## config.mk

```make
export PLATFORM = sky130hd
export DESIGN_NAME = wb_stage
export DESIGN_NICKNAME = d
export VERILOG_FILES = /design/src/rtl/wb_stage_pkg.sv /design/src/rtl/wb_load_fmt.sv /design/src/rtl/wb_stage.sv
export SDC_FILE = /design/constraint.sdc
export NUM_CORES = 1
export LEC_CHECK = 0
export CAP_MARGIN = 20
export CORE_UTILIZATION = 44
export DETAILED_ROUTE_END_ITERATION = 8
export PLACE_DENSITY = 0.77
export SLEW_MARGIN = 20
export SYNTH_ARGS = -nofsm -noshare
export SYNTH_HDL_FRONTEND = slang
export SYNTH_SLANG_ARGS = --single-unit
export TNS_END_PERCENT = 1
```

## constraint.sdc

```tcl
create_clock -name clk -period 15.5 [get_ports clk]
set_input_delay 3.1 -clock clk [delete_from_list [all_inputs] [get_ports clk]]
set_output_delay 3.1 -clock clk [all_outputs]
set_load 0.005 [all_outputs]
```

## src/rtl/wb_stage_pkg.sv

```systemverilog
// Shared encodings for the writeback stage: load funct3 values,
// register-file write-enable levels and the all-zero data word.
package wb_stage_pkg;

  typedef enum logic [2:0] {
    LT_LB   = 3'b000,
    LT_LH   = 3'b001,
    LT_LW   = 3'b010,
    LT_LD   = 3'b011,
    LT_LBU  = 3'b100,
    LT_LHU  = 3'b101,
    LT_LWU  = 3'b110,
    LT_RSVD = 3'b111
  } load_type_e;

  localparam logic WE_ON  = 1'b1;
  localparam logic WE_OFF = 1'b0;

  localparam logic [63:0] ZERO_WORD = 64'h0;

endpackage

```

## src/rtl/wb_load_fmt.sv

```systemverilog
// Combinational load formatter: byte-lane shift followed by sign/zero
// extension, or a straight pass-through of the ALU result for non-loads.
module wb_load_fmt
  import wb_stage_pkg::*;
#(
  parameter int XLEN = 64
) (
  input  logic            is_load,
  input  logic [2:0]      load_type,
  input  logic [2:0]      addr_low,
  input  logic [XLEN-1:0] load_data,
  input  logic [XLEN-1:0] result,
  output logic [XLEN-1:0] value
);

  logic [XLEN-1:0] shifted;

  always_comb begin
    // Misaligned accesses simply see zeros shifted in from the top.
    shifted = load_data >> {addr_low, 3'b000};
    value   = XLEN'(ZERO_WORD);
    if (!is_load) begin
      value = result;
    end else begin
      case (load_type_e'(load_type))
        LT_LB:   value = {{(XLEN-8){shifted[7]}}, shifted[7:0]};
        LT_LH:   value = {{(XLEN-16){shifted[15]}}, shifted[15:0]};
        LT_LW:   value = {{(XLEN-32){shifted[31]}}, shifted[31:0]};
        LT_LD:   value = shifted;
        LT_LBU:  value = {{(XLEN-8){1'b0}}, shifted[7:0]};
        LT_LHU:  value = {{(XLEN-16){1'b0}}, shifted[15:0]};
        LT_LWU:  value = {{(XLEN-32){1'b0}}, shifted[31:0]};
        default: value = XLEN'(ZERO_WORD);
      endcase
    end
  end

endmodule

```

## src/rtl/wb_stage.sv

```systemverilog
// Writeback stage: 2-entry FIFO of formatted results feeding the register
// file write port, with commit strobe and 64-bit retired-instruction count.
module wb_stage
  import wb_stage_pkg::*;
#(
  parameter int XLEN      = 64,
  parameter int REGADDR_W = 5
) (
  input  logic                 clk,
  input  logic                 rst,
  input  logic                 mem_valid,
  output logic                 mem_ready,
  input  logic [XLEN-1:0]      mem_pc,
  input  logic [REGADDR_W-1:0] mem_rd,
  input  logic                 mem_rd_we,
  input  logic [XLEN-1:0]      mem_result,
  input  logic                 mem_is_load,
  input  logic [2:0]           mem_load_type,
  input  logic [XLEN-1:0]      mem_load_data,
  input  logic [2:0]           mem_addr_low,
  input  logic                 flush,
  input  logic                 wb_stall,
  output logic [REGADDR_W-1:0] waddr,
  output logic [XLEN-1:0]      wdata,
  output logic                 we,
  output logic                 commit_valid,
  output logic [XLEN-1:0]      commit_pc,
  output logic [63:0]          instret
);

  typedef struct packed {
    logic [XLEN-1:0]      pc;
    logic [REGADDR_W-1:0] rd;
    logic                 rd_we;
    logic [XLEN-1:0]      value;
  } entry_t;

  entry_t          slot0;
  entry_t          slot1;
  entry_t          incoming;
  logic [1:0]      count;
  logic [63:0]     instret_q;
  logic [XLEN-1:0] fmt_value;
  logic            push;
  logic            pop;

  wb_load_fmt #(.XLEN(XLEN)) u_fmt (
    .is_load   (mem_is_load),
    .load_type (mem_load_type),
    .addr_low  (mem_addr_low),
    .load_data (mem_load_data),
    .result    (mem_result),
    .value     (fmt_value)
  );

  assign incoming = '{pc: mem_pc, rd: mem_rd, rd_we: mem_rd_we, value: fmt_value};

  // No bypass: a full queue refuses input even in a cycle that pops.
  assign mem_ready = (count < 2'd2) && !flush;
  assign push      = mem_valid && mem_ready;
  assign pop       = (count != 2'd0) && !wb_stall && !flush;

  always_ff @(posedge clk or negedge rst) begin
    if (!rst) begin
      count <= 2'd0;
    end else if (flush) begin
      count <= 2'd0;
    end else begin
      count <= count + {1'b0, push} - {1'b0, pop};
    end
  end

  always_ff @(posedge clk or negedge rst) begin
    if (!rst) begin
      instret_q <= 64'd0;
    end else if (pop) begin
      instret_q <= instret_q + 64'd1;
    end
  end

  // ---- queue storage (data only; validity is carried by count) ----
  always_ff @(posedge clk) begin
    if (push && ((count == 2'd0) || ((count == 2'd1) && pop))) begin
      slot0 <= incoming;
    end else if (pop) begin
      slot0 <= slot1;
    end
    if (push && (count == 2'd1) && !pop) begin
      slot1 <= incoming;
    end
  end

  // ---- writeback / commit outputs, live only in a pop cycle ----
  always_comb begin
    waddr        = '0;
    wdata        = '0;
    we           = WE_OFF;
    commit_valid = 1'b0;
    commit_pc    = '0;
    if (pop) begin
      waddr        = slot0.rd;
      wdata        = slot0.value;
      we           = (slot0.rd_we == WE_ON) && (slot0.rd != '0);
      commit_valid = 1'b1;
      commit_pc    = slot0.pc;
    end
  end

  assign instret = instret_q;

endmodule

```

Word-level counts from Yosys, hierarchy flattened. Index checks and enable logic that the tools add are counted.

Add/subtract/negate cells: 3. Multipliers: 0. Div/mod/pow operators: 0. Magnitude comparators: 1. Eq/ne operators: 7. Shift-type cells: 1. Multiplexer cells: 10. Bitwise logic cells: 0. Reductions and logical operators: 18.

Operators by type and width (number): one-hot mux 64 bit (7 select lines) (1); 2-to-1 mux 134 bit (2); 2-to-1 mux 64 bit (3); adder 64 x 1 -> 64 bit, second input constant (1); >> shifter 64 x 6 -> 64 bit (1); == test 3 bit, second input constant (3); logical AND 1 bit (9); == test 3 x 2 -> 1 bit, second input constant (2); 2-to-1 mux 5 bit (1); nonzero test 5 bit (1); nonzero test 2 bit (2); == test 3 x 1 -> 1 bit, second input constant (1); logical NOT 1 bit (3); logical NOT 3 bit (1); adder 2 x 1 -> 2 bit (1); == test 2 x 1 -> 1 bit, second input constant (1); logical NOT 2 bit (1); < comparator 2 bit, second input constant (1); 2-to-1 mux 1 bit (2); 2-to-1 mux 2 bit (1); subtractor 2 x 1 -> 2 bit (1); logical OR 1 bit (1).

Flip-flop bits (word level): 334. Latch bits: 0. Bits in writable memories: 0. Memory bits (read-only): 0. Output and inout port bits: 200. Logic and storage cells: 50. Memories kept: 0.

Longest topological paths before layout. Gate-level depths: netlist of the first run.

Depth in word-level cells: 7. Mapped depth: 11.

By module. From an unflattened synthesis of the first run, not the netlist that was laid out.

Cell total of the unflattened synthesis: 1229. Area, all modules: 16180.5 µm².

By module, submodules not included: wb_stage (times used 1, cells each 869, area an instance 13753.2 µm²); wb_load_fmt (times used 1, cells each 360, area an instance 2427.3 µm²).

Worst setup path before layout of the first run. Ideal clock, no wire load.

Kind: in2reg. From: input port wb_stall. To: register slot0[0] in the netlist's numbering, enable pin. Library setup time: 0.812 ns. Arrival time: 12.846 ns. Data required time: 14.688 ns. Path slack: 1.842 ns. Stages: 3. Buffers on the path: 1. Cell sequence: or2_1 > buf_2 > o21ai_0.

Longest elaborated chain between the ends: 7.

RTL lines: from (decl) (line wb_stage.sv:22) `input logic wb_stall,`; logical NOT 1 bit (*) (line wb_stage.sv:61) `assign pop = (count != 2'd0) && !wb_stall && !flush;`; logical AND 1 bit (*) (2 in series) (line wb_stage.sv:61); logical AND 1 bit (line wb_stage.sv:83) `if (push && ((count == 2'd0) || ((count == 2'd1) && pop))) begin`; logical OR 1 bit (line wb_stage.sv:83); logical AND 1 bit (line wb_stage.sv:83); nonzero test 2 bit (no source line) (*); to (signal assigned) (line wb_stage.sv:84) `slot0 <= incoming;`; to (signal assigned) (line wb_stage.sv:86) `slot0 <= slot1;`; to (decl) (line wb_stage.sv:38) `entry_t slot0;`.

Mark *: on every way between the ends. The rest lies on a longest branch, timed or not. A chain may end at the register's enable or synchronous reset.

Worst setup path in the final report of the first run.
From: input port wb_stall. To: output port we.

Longest elaborated chain between the ends: 4.

RTL lines: logical NOT 1 bit (line wb_stage.sv:61); logical AND 1 bit (2 in series) (line wb_stage.sv:61); 2-to-1 mux 1 bit (line wb_stage.sv:100) `if (pop) begin`; to (decl) (line wb_stage.sv:25) `output logic we,`.

Every way passes these cells.

==> results of run 1 <==
-- cell families after synthesis --
logic type      Yosys count
buf+inv                 141
mux                     122
xor+xnor                 65
fa+ha+maj                 3
compound gates          190
flops                   334
simple gates            681
-- Yosys cell counts, types with 6 or more instances --
cell type	number
nand2_1	304
edfxtp_1	268
and2_1	135
mux2i_1	72
clkbuf_1	71
dfrtp_1	66
nor2_1	64
xnor2_1	40
nand3_1	35
nor4_1	35
mux2_2	34
a311oi_1	31
nor3_1	28
buf_2	26
o211ai_1	26
xor2_1	25
nand4_1	24
o311ai_0	24
inv_1	20
a21oi_1	16
o2bb2ai_1	15
and3_1	14
mux4_2	14
buf_6	12
nand2b_1	12
o21ai_0	12
a2bb2oi_1	10
a31oi_1	9
a41oi_1	9
o22ai_1	8
a221o_1	7
and4_1	7
o311ai_1	7
a221oi_1	6
nor2b_1	6
-- per-stage QoR --
| step | hold WS, ns | cells | setup slack [ns] | cell area (µm²) |
|---|---|---|---|---|
| after global placement | 0.455 | 2360 | 6.04 | 21600 |
| after CTS | 0.474 | 2431 | 6.54 | 22900 |
| after detailed placement | 0.467 | 2363 | 6.55 | 21600 |
| final | 0.476 | 2436 | 6.55 | 22900 |
| after floorplan | 0.465 | 1536 | 1.84 | 17300 |
| after global routing | 0.506 | 2433 | 6.42 | 22900 |
-- registers in the layout, indices dropped and copies added (netlist names) --
| name | cells |
|---|---|
| slot1 | 134 |
| instret | 64 |
| count | 2 |
| slot0 | 134 |
-- layer usage --
layer  track usage (%)  vias to the layer above
met4              10.8                       10
li1                  -                     6333
met5                 0                        -
met1              33.9                     6756
met3              6.82                      130
met2              42.1                      719
-- layout make-up --
type,instances,area [µm²],area share [%]
clock buffer,55,1120,4.89
timing repair buffer,429,4270,18.6
antenna,5,12.5,0.0546
multi-input combinational,1061,6930,30.2
clock inverter,13,153,0.666
inverter,21,78.8,0.344
tap,518,648,2.83
sequential,334,9700,42.3
-- power by group through the flow --
stage	registers, mW	logic, mW	clock network [mW]
finish	1.10	0.410	0.915
global route	1.10	0.441	0.961
CTS	1.10	0.411	0.929
detailed placement	1.11	0.409	0
global placement	1.11	0.395	0
floorplan	1.12	0.210	0
-- worst paths after layout --
check | startpoint | to | slack, ns
max | wb_stall | we | 6.55
min | instret[63]$_DFFE_PN0N_ | instret[63]$_DFFE_PN0N_ | 0.48
max reg2reg | count[1]$_DFF_PN0_ | slot0[59]$_DFFE_PP_ | 12.07
min reg2reg | instret[63]$_DFFE_PN0N_ | instret[63]$_DFFE_PN0N_ | 0.48
max in group asynchronous | rst | instret[54]$_DFFE_PN0N_ | 12.18
min in group asynchronous | rst | instret[41]$_DFFE_PN0N_ | 2.77
==> summary.txt, run 1 <==
Detailed routing
  • Remaining DRCs: 0
  • DRT iter0 DRCs: 1,035
  • Routed vias/inst: 5.73
  • Final wirelength: 53.9 mm
  • WL/cell: 22.1 µm
  • Met3 WL: 4.95 mm
  • Max Used Layer: met5
  • Pre-antenna DRT Iters: 7
  • Met2 WL post-DR: 25.4 mm
  • Via count: 13,900
  • Met1 Wirelength: 21.5 mm
  • DRT antenna net count: 0

Global route
  • Vias in the first global route: 13,500
  • Global-route wire length before repair: 81.3 mm
  • GRT overflow: 0
  • Largest net degree at the start of global routing: 89
  • Initial antenna violation count: 8
  • Gr usage total: 26.3%

Layout
  • Final core utilization: 59.3%
  • Layout cell share with drive strength beyond 1: 7.58%
  • Final #Nets: 2,098
  • Layout area overhead: 32.6%
  • Commonest non-fill, non-tap cell in the layout: clkdlybuf4s50_1
  • Most frequent cells in the layout: 406 x clkdlybuf4s50_1, 303 x nand2_1, 268 x edfxtp_1
  • Fill cells: 3,061

Yosys
  • Mapped Nets: 1,749
  • XOR/XNOR share of the synthesized area: 3.30%
  • Largest family of logic cells by synthesized area: simple AND/OR/NAND/NOR gates
  • Number of synthesized flops with an enable pin: 268
  • Simple-gate share of the synthesized area: 19.3%
  • Post-synthesis mux area share: 8.36%
  • Complex-gate fraction of the synthesized area: 8.71%
  • Synth Area in Adders: 0.217%
  • Seq/Total Area, Yosys: 56.1%
  • Dominant synthesized flop cell: edfxtp_1
  • Post-synthesis cell count: 1,536
  • Synthesized flop and latch total: 334
  • Top cells by area, synth: edfxtp_1 47%, dfrtp_1 9.6%, nand2_1 6.6%, and2_1 4.9%, mux2i_1 4.2%
  • Post-synth top area cell: edfxtp_1
  • Synth unique cells: 60
  • Top cell type's share of synthesized area: 46.6%
  • Syn Std Cell Area: 0.0173 mm²
  • Post-synth ARST share: 19.8%
  • Post-Syn Area per Cell: 11.2 µm²
  • Synth warn: 0

Placement
  • HPWL after DPL: 38.0 mm
  • I/O Buffers: 409
  • Gpl congestion: 0.977

STA
  • F_max: 112 MHz
  • Fin. max-slew vios: 0
  • Final Critical Period: 8.95 ns
  • Final Setup Violations: 0
  • Setup TNS: 0 ns
  • Period utilisation layout: 57.8%
  • Actual slew at the worst max-slew pin: 1.09 ns
  • RSZ-0062 raised after global routing: no
  • Rel. slew slack: 26.9%
  • Final hold vios: 0
  • Max Clock Skew: 0.0238 ns

Clocking
  • Num CTS Buffers: 38
  • Worst-path clk slew: 0.05 ns
  • Clock Sinks: 334
  • Clock buffer depth: 3
  • Post-CTS Setup Bufs: 0
  • Clk Latency, worst-skew pair: 0.53 ns
  • CTS root buf: clkbuf_16
  • H-tree levels: 2
  • CTS Hold Bufs: 0
  • # resized after CTS: 0
  • CTS tree: done

Floorplan
  • Core ar.: 0.0386 mm²
  • DIE AREA: 0.0401 mm²
  • Die Span Y: 200 µm
  • Std-Cell Rows: 72
  • Starting Density: 44.7%
  • DIE WIDTH: 200 µm
  • # IOs: 410

Worst setup path
  • Worst EP required: 12.40 ns
  • Kind of cell adding the most delay to the critical path: buffers and inverters
  • Cell chain of the critical path: clkdlybuf4s50_1 -> or2_1 -> nor2_4 -> buf_12 -> buf_4 -> o311a_1 -> clkdlybuf4s50_1
  • Delay of the slowest critical-path stage: 0.56 ns
  • Crit Path Category: in -> out
  • CP most frequent cell: clkdlybuf4s50_1
  • CP endpoint kind: output port
  • Crit path max fanout: 88
  • Buf/Inv on CP: 4
  • Startpoint type of the worst setup path: input port
  • R2R depth: 7
  • Stages on worst setup path: 7
  • CP arrival: 5.85 ns
  • Crit-path slowest cell: buf_4

Pwr
  • Clock power share: 37.8%
  • Sequential share of power: 45.3%
  • Static Leak: 8.57 nW
  • Switch share: 25.5%
  • Net Switching: 617 µW
  • Power Density: 106 mW/mm²
  • Internal power: 1.80 mW
  • Gate power share: 16.9%
  • Total Power: 2.42 mW
  • VDD IR-drop max: 0.0714 mV

Flow run
  • # Max-Cap Violations: 0

Worst hold path
  • Hold Crit Class: reg -> reg
  • Hold Path Cell Cnt: 1

Status
  • Outcome: complete, no violations
(Power assumes the default switching activity.)
==> run 2: changes to the inputs <==
==> constraint.sdc (replaced) <==
create_clock -name clk -period 8.6 [get_ports clk]
set_input_delay 1.72 -clock clk [delete_from_list [all_inputs] [get_ports clk]]
set_output_delay 1.72 -clock clk [all_outputs]
set_load 0.005 [all_outputs]
==> summary.txt, run 2 (same netlist as run 1, synthesis figures left out) <==
Status
  • Outcome: complete, no violations

Placement
  • Gpl congestion: 0.973 (-0.35%)
  • Placement Cell Area: 0.0216 mm² (-0.23%)
  • I/O Buffers: 409 (unchanged)
  • Dpl cells: 2,360 (-0.13%)
  • HPWL after DPL: 37.6 mm (-1.1%)

Worst setup path
  • R2R Path Start: count[1]$_DFF_PN0_
  • CP most frequent cell: clkdlybuf4s50_1
  • Worst EP required: 6.88 ns (-5.52 ns)
  • R2R depth: 7 (unchanged)
  • Startpoint type of the worst setup path: input port
  • Worst reg-to-reg setup slack: 5.39 ns (-6.68 ns)
  • Crit Path Category: in -> out
  • Cell chain of the critical path: clkdlybuf4s50_1 -> or2_1 -> nor2_4 -> buf_12 -> o311a_1 -> clkdlybuf4s50_1
  • CP endpoint kind: output port
  • Crit-path slowest cell: nor2_4
  • CP Launch Point: wb_stall
  • Crit path max fanout: 96 (+9.1%)
  • Delay of the slowest critical-path stage: 0.76 ns (+0.20 ns)
  • CP arrival: 4.58 ns (-1.27 ns)

Clocking
  • CTS tree: done
  • Post-CTS Setup Bufs: 0 (unchanged)
  • # resized after CTS: 0 (unchanged)
  • H-tree levels: 2 (unchanged)
  • CTS root buf: clkbuf_16
  • CTS Hold Bufs: 0 (unchanged)
  • Worst-path clk slew: 0.06 ns (about the same)
  • Num CTS Buffers: 37 (-2.6%)
  • Clock buffer depth: 3 (unchanged)
  • Clock Sinks: 334 (unchanged)
  • Clk Latency, worst-skew pair: 0.51 ns (-0.02 ns)

Layout
  • Layout cell share with drive strength beyond 1: 7.20% (-0.38 points)
  • Final core utilization: 58.8% (-0.50 points)
  • Final #Nets: 2,094 (-0.19%)
  • Final instance area: 0.0227 mm² (-0.84%)
  • Commonest non-fill, non-tap cell in the layout: clkdlybuf4s50_1
  • Most frequent cells in the layout: 406 x clkdlybuf4s50_1, 303 x nand2_1, 268 x edfxtp_1
  • Layout area overhead: 31.5%
  • Finished Layout Cells: 2,421 (-0.62%)

Detailed routing
  • Remaining DRCs: 0 (unchanged)
  • Routed vias/inst: 5.75 (+0.35%)
  • Final wirelength: 53.8 mm (about the same)
  • DRT antenna net count: 0 (unchanged)
  • DRT iter0 DRCs: 1,181 (+14%)
  • WL/cell: 22.2 µm (+0.52%)
  • Via count: 13,900 (-0.27%)
  • Pre-antenna DRT Iters: 5 (-2)

STA
  • Max Clock Skew: 0.0182 ns (-0.00553 ns)
  • Period utilisation layout: 73.3%
  • Final hold slack: 0.491 ns (+0.0150 ns)
  • Fin. max-slew vios: 0 (unchanged)
  • Setup TNS: 0 ns (unchanged)
  • F_max: 159 MHz
  • Rel. slew slack: 29.3% (+2.4 points)
  • Final hold vios: 0 (unchanged)
  • Final Setup Violations: 0 (unchanged)
  • RSZ-0062 raised after global routing: no
  • Actual slew at the worst max-slew pin: 1.06 ns (-0.0355 ns)
  • Final Critical Period: 6.30 ns

Global route
  • Largest net degree at the start of global routing: 97 (+9.0%)
  • M2 GR Usage: 43.1% (+0.94 points)
  • Gr usage total: 26.3% (about the same)
  • Global-route wire length before repair: 81.2 mm (-0.11%)
  • GR Util met3: 5.16% (-1.7 points)
  • Vias in the first global route: 13,400 (-1.2%)
  • Met1 Usage GRT: 34.8% (+0.90 points)
  • GRT overflow: 0 (unchanged)
  • Layer with the highest usage: met2
  • Initial antenna violation count: 6 (-2)

Flow run
  • # Max-Cap Violations: 0 (unchanged)

Pwr
  • VDD IR-drop max: 0.123 mV (+73%)
  • Static Leak: 8.49 nW (-0.93%)
  • Power Density: 186 mW/mm² (+76%)
  • Sequential share of power: 46.7% (+1.4 points)
  • Gate power share: 17.2% (+0.3 points)
  • Net Switching: 1.08 mW (+75%)
  • Internal power: 3.15 mW (+75%)
  • Clock power share: 36.1% (-1.7 points)
  • Switch share: 25.5% (about the same)

Floorplan
  • # IOs: 410 (unchanged)
  • DIE AREA: 0.0401 mm² (unchanged)
  • Core ar.: 0.0386 mm² (unchanged)
  • Die Span Y: 200 µm (unchanged)
  • DIE WIDTH: 200 µm (unchanged)
  • Starting Density: 44.7% (unchanged)
  • Std-Cell Rows: 72 (unchanged)

Worst hold path
  • Hold Crit Class: reg -> reg
  • Hold Path Cell Cnt: 1 (unchanged)
  • Hold path startpoint: instret[63]$_DFFE_PN0N_
run 2: cell count changes in the layout (fill, tap and decap cells not counted), moves of 2 or more:
cell	delta
clkbuf_1	-8
clkbuf_16	-5
clkinv_1	+5
diode_2	-4
clkbuf_8	-2
clkinv_2	+2
run 2: metal layers:
metal,vias to the layer above,share of wire (%)
met5,-,0.13
met4,10,3.6
met3,117,9.0
met2,796,48
met1,6665,39
li1,6322,-
run 2: stage by stage:
| stage | worst slack, ns | power [mW] |
|---|---|---|
| after floorplan | 0.180 | 2.38 |
| after global placement | 2.41 | 2.72 |
| after detailed placement | 2.28 | 2.73 |
| after CTS | 2.27 | 4.26 |
| after global routing | 2.13 | 4.38 |
| final | 2.30 | 4.23 |
run 2: power groups by stage:
stage / Sequential, mW / Clock (mW) / Combinational (mW)
after detailed placement: 2.01 / 0 / 0.725
after CTS: 1.98 / 1.55 / 0.730
after global routing: 1.98 / 1.62 / 0.784
after floorplan: 2.00 / 0 / 0.379
after global placement: 2.01 / 0 / 0.711
final: 1.97 / 1.53 / 0.729
run 2: path summary, 6_finish.rpt:
| path | end |
|---|---|
| max in group asynchronous | instret[0]$_DFFE_PN0N_ |
| min reg2reg | instret[63]$_DFFE_PN0N_ |
| max reg2reg | slot0[51]$_DFFE_PP_ |
| min in group asynchronous | instret[39]$_DFFE_PN0N_ |
| max | we |
| min | instret[63]$_DFFE_PN0N_ |
run 2: area by class of cell:
class	count	area, µm²
antenna	1	2.50
clock buffer	41	945
multi-input combinational	1061	6930
fill	3068	15900
inverter	21	78.8
sequential	334	9700
timing repair buffer	426	4220
tap	518	648
clock inverter	19	195
run 2: worst max-delay path: cells and delay by family:
family	cells	cell delay, ns
compound gates	1	0.23
simple gates	2	1.18
buf+inv	3	1.31
